### src/rtl/bip_pkg.sv
// Shared encodings for the BIP accumulator datapath: ALU opcodes, operand
// selects, the flag bundle and the multiplier FSM states.
package bip_pkg;

  localparam logic [2:0] OP_ADD = 3'd0;
  localparam logic [2:0] OP_SUB = 3'd1;
  localparam logic [2:0] OP_AND = 3'd2;
  localparam logic [2:0] OP_OR  = 3'd3;
  localparam logic [2:0] OP_XOR = 3'd4;
  localparam logic [2:0] OP_SLL = 3'd5;
  localparam logic [2:0] OP_SRA = 3'd6;
  localparam logic [2:0] OP_MUL = 3'd7;

  localparam logic [1:0] SELA_MEM  = 2'd0;
  localparam logic [1:0] SELA_IMM  = 2'd1;
  localparam logic [1:0] SELA_ALU  = 2'd2;
  localparam logic [1:0] SELA_HOLD = 2'd3;

  localparam logic SELB_MEM = 1'b0;
  localparam logic SELB_IMM = 1'b1;

  typedef struct packed {
    logic z;
    logic n;
    logic c;
    logic v;
  } flags_t;

  typedef enum logic {
    MUL_IDLE,
    MUL_RUN
  } mul_state_t;

endpackage

### src/rtl/seq_multiplier.sv
// Shift-add unsigned multiplier: one partial product per cycle, DATA_W cycles.
// `product` already includes the current partial sum, so `done` marks the edge that completes it.
module seq_multiplier
  import bip_pkg::*;
#(
  parameter int DATA_W = 16
) (
  input  logic                  clk,
  input  logic                  reset,
  input  logic                  start,
  input  logic [DATA_W-1:0]     a,
  input  logic [DATA_W-1:0]     b,
  output logic                  busy,
  output logic                  done,
  output logic [2*DATA_W-1:0]   product
);

  localparam int CNT_W = $clog2(DATA_W + 1);

  mul_state_t                state_q;
  logic [CNT_W-1:0]          cnt_q;
  logic [2*DATA_W-1:0]       a_q;
  logic [DATA_W-1:0]         b_q;
  logic [2*DATA_W-1:0]       prod_q;
  logic                      last_iter;

  assign last_iter = (cnt_q == CNT_W'(DATA_W - 1));
  assign busy      = (state_q == MUL_RUN);
  assign done      = busy && last_iter;
  // After completion b_q has shifted out to zero, so product holds the final value.
  assign product   = prod_q + (b_q[0] ? a_q : '0);

  // NOTE: sequential state uses non-blocking assignments so every register
  // samples the pre-edge values of the others.
  always_ff @(posedge clk or negedge reset) begin
    if (!reset) begin
      state_q <= MUL_IDLE;
      cnt_q   <= '0;
      a_q     <= '0;
      b_q     <= '0;
      prod_q  <= '0;
    end else begin
      unique case (state_q)
        MUL_IDLE: begin
          if (start) begin
            a_q     <= {{DATA_W{1'b0}}, a};
            b_q     <= b;
            prod_q  <= '0;
            cnt_q   <= '0;
            state_q <= MUL_RUN;
          end
        end
        MUL_RUN: begin
          prod_q <= product;
          a_q    <= a_q << 1;
          b_q    <= b_q >> 1;
          if (last_iter) begin
            state_q <= MUL_IDLE;
            cnt_q   <= '0;
          end else begin
            cnt_q <= cnt_q + CNT_W'(1);
          end
        end
      endcase
    end
  end

endmodule

### src/rtl/acc_datapath_p.sv
// Parametrised accumulator datapath: operand muxes, 8-op ALU, accumulator and
// flag registers, with MUL delegated to the sequential multiplier.
module acc_datapath_p
  import bip_pkg::*;
#(
  parameter int DATA_W = 16,
  parameter int IMM_W  = 11,
  parameter int SH_W   = $clog2(DATA_W)
) (
  input  logic                clk,
  input  logic                reset,
  input  logic [IMM_W-1:0]    imm_operand,
  input  logic [DATA_W-1:0]   data_from_memory,
  input  logic [1:0]          SelA,
  input  logic                SelB,
  input  logic                WrAcc,
  input  logic [2:0]          Op,
  output logic [DATA_W-1:0]   out_accumulator,
  output logic                flag_z,
  output logic                flag_n,
  output logic                flag_c,
  output logic                flag_v,
  output logic                busy,
  output logic                done
);

  logic [DATA_W-1:0]   acc_q;
  flags_t              flags_q;
  logic                done_q;

  logic [DATA_W-1:0]   imm_sext;
  logic [DATA_W-1:0]   opb;
  logic [SH_W-1:0]     shamt;
  logic [DATA_W:0]     sum_ext;
  logic [DATA_W:0]     diff_ext;
  logic [DATA_W-1:0]   alu_res;
  logic                alu_c;
  logic                alu_v;

  logic                mul_start;
  logic                mul_busy;
  logic                mul_done;
  logic [2*DATA_W-1:0] mul_product;

  logic                wr_en;
  logic [DATA_W-1:0]   wr_val;
  logic                wr_c;
  logic                wr_v;

  if (IMM_W < DATA_W) begin : g_sext
    assign imm_sext = {{(DATA_W - IMM_W){imm_operand[IMM_W-1]}}, imm_operand};
  end else begin : g_nosext
    assign imm_sext = imm_operand[DATA_W-1:0];
  end

  // NOTE: every signal driven here gets a default first, so no path leaves it
  // unassigned and no latch is inferred.
  always_comb begin
    opb = data_from_memory;
    unique case (SelB)
      SELB_MEM: opb = data_from_memory;
      SELB_IMM: opb = imm_sext;
    endcase
  end

  assign shamt    = opb[SH_W-1:0];
  assign sum_ext  = {1'b0, acc_q} + {1'b0, opb};
  // Subtraction as A + ~B + 1: the carry-out is 1 exactly when no borrow occurs.
  assign diff_ext = {1'b0, acc_q} + {1'b0, ~opb} + (DATA_W + 1)'(1);

  always_comb begin
    alu_res = '0;
    alu_c   = 1'b0;
    alu_v   = 1'b0;
    unique case (Op)
      OP_ADD: begin
        alu_res = sum_ext[DATA_W-1:0];
        alu_c   = sum_ext[DATA_W];
        alu_v   = (acc_q[DATA_W-1] == opb[DATA_W-1]) &&
                  (alu_res[DATA_W-1] != acc_q[DATA_W-1]);
      end
      OP_SUB: begin
        alu_res = diff_ext[DATA_W-1:0];
        alu_c   = diff_ext[DATA_W];
        alu_v   = (acc_q[DATA_W-1] != opb[DATA_W-1]) &&
                  (alu_res[DATA_W-1] != acc_q[DATA_W-1]);
      end
      OP_AND: alu_res = acc_q & opb;
      OP_OR:  alu_res = acc_q | opb;
      OP_XOR: alu_res = acc_q ^ opb;
      OP_SLL: alu_res = acc_q << shamt;
      OP_SRA: alu_res = $signed(acc_q) >>> shamt;
      OP_MUL: alu_res = '0;
    endcase
  end

  assign mul_start = WrAcc && !mul_busy && (SelA == SELA_ALU) && (Op == OP_MUL);

  seq_multiplier #(
    .DATA_W (DATA_W)
  ) u_mul (
    .clk     (clk),
    .reset   (reset),
    .start   (mul_start),
    .a       (acc_q),
    .b       (opb),
    .busy    (mul_busy),
    .done    (mul_done),
    .product (mul_product)
  );

  // A completing MUL owns the write port; otherwise requests are ignored while busy.
  always_comb begin
    wr_en  = 1'b0;
    wr_val = '0;
    wr_c   = 1'b0;
    wr_v   = 1'b0;
    if (mul_done) begin
      wr_en  = 1'b1;
      wr_val = mul_product[DATA_W-1:0];
      wr_c   = |mul_product[2*DATA_W-1:DATA_W];
    end else if (WrAcc && !mul_busy) begin
      unique case (SelA)
        SELA_MEM: begin
          wr_en  = 1'b1;
          wr_val = data_from_memory;
        end
        SELA_IMM: begin
          wr_en  = 1'b1;
          wr_val = imm_sext;
        end
        SELA_ALU: begin
          wr_en  = (Op != OP_MUL);
          wr_val = alu_res;
          wr_c   = alu_c;
          wr_v   = alu_v;
        end
        SELA_HOLD: wr_en = 1'b0;
      endcase
    end
  end

  always_ff @(posedge clk or negedge reset) begin
    if (!reset) begin
      acc_q   <= '0;
      flags_q <= '0;
      done_q  <= 1'b0;
    end else begin
      done_q <= mul_done;
      if (wr_en) begin
        acc_q   <= wr_val;
        flags_q <= '{z: ~|wr_val, n: wr_val[DATA_W-1], c: wr_c, v: wr_v};
      end
    end
  end

  assign out_accumulator = acc_q;
  assign flag_z          = flags_q.z;
  assign flag_n          = flags_q.n;
  assign flag_c          = flags_q.c;
  assign flag_v          = flags_q.v;
  assign busy            = mul_busy;
  assign done            = done_q;

endmodule

### config.mk
export PLATFORM = sky130hd
export DESIGN_NAME = acc_datapath_p
export DESIGN_NICKNAME = d
export VERILOG_FILES = /design/src/rtl/bip_pkg.sv /design/src/rtl/seq_multiplier.sv /design/src/rtl/acc_datapath_p.sv
export SDC_FILE = /design/constraint.sdc
export NUM_CORES = 1
export LEC_CHECK = 0
export BUFFER_PORTS_ARGS = -buffer_cell sky130_fd_sc_hd__buf_2
export CAP_MARGIN = 20
export CELL_PAD_IN_SITES_DETAIL_PLACEMENT = 0
export CELL_PAD_IN_SITES_GLOBAL_PLACEMENT = 1
export CORE_ASPECT_RATIO = 2
export CORE_MARGIN = 3
export CORE_UTILIZATION = 48
export CTS_CLUSTER_DIAMETER = 60
export DETAILED_ROUTE_END_ITERATION = 8
export GPL_TIMING_DRIVEN = 1
export PLACE_DENSITY_LB_ADDON = 0.2
export SYNTH_ARGS = -nofsm -noshare
export SYNTH_HDL_FRONTEND = slang
export SYNTH_SLANG_ARGS = --single-unit
export TNS_END_PERCENT = 100
### constraint.sdc
create_clock -name clk -period 5 [get_ports clk]
set_input_delay 0.5 -clock clk [delete_from_list [all_inputs] [get_ports clk]]
set_output_delay 0.5 -clock clk [all_outputs]
set_load 0.02 [all_outputs]
==> results.md <==
- Clock Sinks: 106
- Die area: 24800 um^2
- Pwr per Cell Area: 496 nW/um^2
- Largest net degree at the start of global routing: 79
- Library cells used by synthesis: 81
- Area Growth Syn to Fin: 7.98%
- Most used DFF post-synth: dfrtp_1
- Worst VDD drop: 0.318 mV
- Total Neg Setup Slack: 0 ns
- Worst Path Required: 5.24 ns
- Worst Hold Class: primary input to asynchronous set/reset pin
- Number of gates resized after CTS: 0
- Final Cell Area: 11800 um^2
- Via Count: 11.2k
- Width of the die: 113 um
- Vias in the first global route: 11.2k
- Synth Net Count: 1526
- # rows: 77
- Post-CTS Repair Setup Buffers: 0
- Clock Latency Late Sink: 0.37 ns
- WP data arrival: approximately 4.6 ns
- Filler cells: 2238
- Area of the multi-input gates: roughly 7700 um^2
- Drt drc: 0
- Synth Cell Area: between 10000 and 15000 um^2
- First drt pass iteration count: 6
- Post-route clock period utilization: 88.1%
- # port buffers: 57
- Status: finished clean
- Max-slew violation count: 0
- Placeable Area: 22300 um^2
- Post-Synthesis Cells: 1396
- Clock Tree Root: clkbuf_16
- Routed len/inst: 26.0 um
- Initial Utilization: 49.2%
- Max-Cap Viols: 0
- First-pass GRT wire length: 67000 um
- Max Fclk: ~230 MHz
- Hold buffers post-CTS: 0
- H-tree levels: 3
- Maximum clock insertion buffer count: 2
- Crit-path max FO: 32
- I/O Pins: 58
- End-of-flow core utilization: 53.2%
- Grt ovf: 0
- Worst slew margin relative to its limit: 23.1%
- Yosys warnings: 0
- Nature of the critical path endpoint: flip-flop
- Initial antenna violation count: 0
- Yosys reg bits: 106
- CTS tree: built
- Seq. cell area: 2660 um^2
- CP startpoint kind: flip-flop
- Worst-path clk slew: 0.07 ns
- CP Class: flip-flop to flip-flop
- Detail Route Antenna Nets: 0
- Setup-failing EPs final: 0
- First DRT Iteration DRCs: 1045
- Final wirelength: 44300 um
- Via density: 6.59
- Total Routing Usage GR: 35.5%
- Share of layout cells above drive strength 1: 10.6%
- Syn_area_per_cell: 7.85 um^2
- Dpl hpwl: ~34000 um
- Post-synth EDFFs: 0
- Die Y: roughly 220 um
- RSZ-0062 raised after global routing: false
- Asr flop ratio synth: 100%
- Worst reg2reg path depth: 13
- Clock skew: slightly above 0.01 ns
- Final-stage net count: 1550
- Final RePlAce weighted congestion: 1.05
- Seq/Total Area, Yosys: about a quarter
- Num CTS Buffers: 9
- Leakage power: around 5.4 nW
- Final hold violation count: 0
- Worst-Margin Slew: 1.15 ns
- Final min period: 4.41 ns
- Placed cell area: 11500 um^2
==> kinds of logic (layout without fill, tap and decap cells) <==
| family | count (synthesis) | in the layout | share of synthesized area, % |
|---|---|---|---|
| and+or+nand+nor | 475 | 475 | 20.6 |
| buffers and inverters | 149 | 178 | 5.48 |
| muxes | 76 | 76 | 9.15 |
| DFF | 106 | 106 | 24.2 |
| adders and majority gates | 95 | 95 | 11.0 |
| AOI/OAI and AO/OA | 446 | 446 | 25.6 |
| other | 0 | 1 | 0 |
| xor gates and xnor gates | 49 | 49 | 3.92 |
==> final cells by class <==
class,instances,share of cell area (%)
Multi-Input combinational cell,1141,65.2
Sequential cell,106,22.4
Timing Repair Buffer,98,5.03
Tap cell,276,2.92
Inverter,64,2.07
Clock buffer,9,1.90
Clock inverter,7,0.444
Antenna cell,1,0.0211
==> power by group <==
| part | switching [mW] | leakage (nW) | total, mW | internal (mW) |
|---|---|---|---|---|
| sequential | 0.492 | 1.41 | 1.67 | 1.18 |
| clock | 0.354 | 0.137 | 0.696 | 0.343 |
| combinational | 2.21 | 3.83 | 3.51 | 1.29 |
| total | 3.06 | 5.37 | 5.87 | 2.81 |
==> Yosys cell counts, types with 16 or more instances <==
cell	n	area (um^2)
a21o_1	16	120
a21oi_1	122	611
a31oi_1	21	131
and2_1	37	231
clkbuf_1	68	255
dfrtp_1	106	2650
ha_1	91	1140
inv_1	60	225
mux2i_1	54	541
nand2_1	187	702
nand2b_1	21	131
nand3_1	27	135
nor2_1	103	387
nor3_1	21	105
o21ai_0	131	656
xnor2_1	31	272
xor2_1	18	158
==> per-layer routing <==
metal	global-route usage, %	up-vias	wire (um)
li1	-	5105	-
met1	36.1	5413	15000
met2	64.5	497	23000
met3	5.30	203	2400
met4	26.2	0	3900
met5	0	-	0
==> metrics by stage <==
| stage | cells | setup WS [ns] | power [mW] | hold slack [ns] |
|---|---|---|---|---|
| after floorplan | 1396 | 0.947 | 3.89 | 0.204 |
| after global placement | 1684 | 0.524 | 5.06 | 0.469 |
| after detailed placement | 1684 | 0.481 | 5.09 | 0.479 |
| after CTS | 1700 | 0.529 | 5.79 | 0.214 |
| after global routing | 1701 | 0.357 | 6.25 | 0.242 |
| final | 1702 | 0.593 | 5.87 | 0.193 |
==> critical path, stage by stage, from the launching register on <==
cell	delay [ns]
dfrtp_1	0.37
buf_4	0.23
and2_1	0.21
fa_1	0.42
a211oi_1	0.24
o21ai_0	0.22
a21boi_0	0.49
a41oi_1	0.26
a221o_1	0.37
a21oi_1	0.18
xor2_1	0.22
or4b_1	0.49
nor4b_1	0.44
a21oi_1	0.12
==> flip-flops by register name, summed over array words and instances, names as in the netlist, 5 cells and up <==
signal,count
u_mul.a_q,32
u_mul.prod_q,32
u_mul.b_q,16
out_accumulator,16
u_mul.cnt_q,5
==> worst paths after layout <==
check,startpoint,to,slack (ns)
setup / recovery,u_mul.b_q[0],flag_c,0.59
hold / removal,reset,u_mul.a_q[30],0.19
setup reg to reg,u_mul.b_q[0],flag_c,0.59
hold reg to reg,u_mul.cnt_q[3],u_mul.cnt_q[3],0.49
max in group asynchronous,reset,u_mul.prod_q[26],3.62
min in group clk,u_mul.cnt_q[3],u_mul.cnt_q[3],0.49
==> layout by cell type (no fill, tap or decap), types with 6 or more instances in the layout <==
| cell type | count |
|---|---|
| nor3b_1 | 6 |
| nand2_1 | 186 |
| mux4_2 | 15 |
| xor2_1 | 18 |
| buf_4 | 42 |
| ha_1 | 91 |
| a22o_1 | 12 |
| a211oi_1 | 15 |
| buf_2 | 56 |
| a211o_1 | 6 |
| xnor2_1 | 31 |
| nand3b_1 | 7 |
| o21ai_0 | 130 |
| o21bai_1 | 6 |
| nor4_1 | 12 |
| nor3_1 | 21 |
| and2_1 | 37 |
| a221oi_1 | 11 |
| nor2_1 | 102 |
| o22ai_1 | 15 |
| clkbuf_16 | 9 |
| nand3_1 | 27 |
| o221ai_1 | 12 |
| mux2i_1 | 54 |
| nor2b_1 | 12 |
| nand2b_1 | 21 |
| o211ai_1 | 9 |
| dfrtp_1 | 105 |
| inv_1 | 60 |
| a31oi_1 | 21 |
| a21o_1 | 16 |
| a21oi_1 | 122 |
| or3_1 | 8 |
Power figures use the tool's default switching activity.
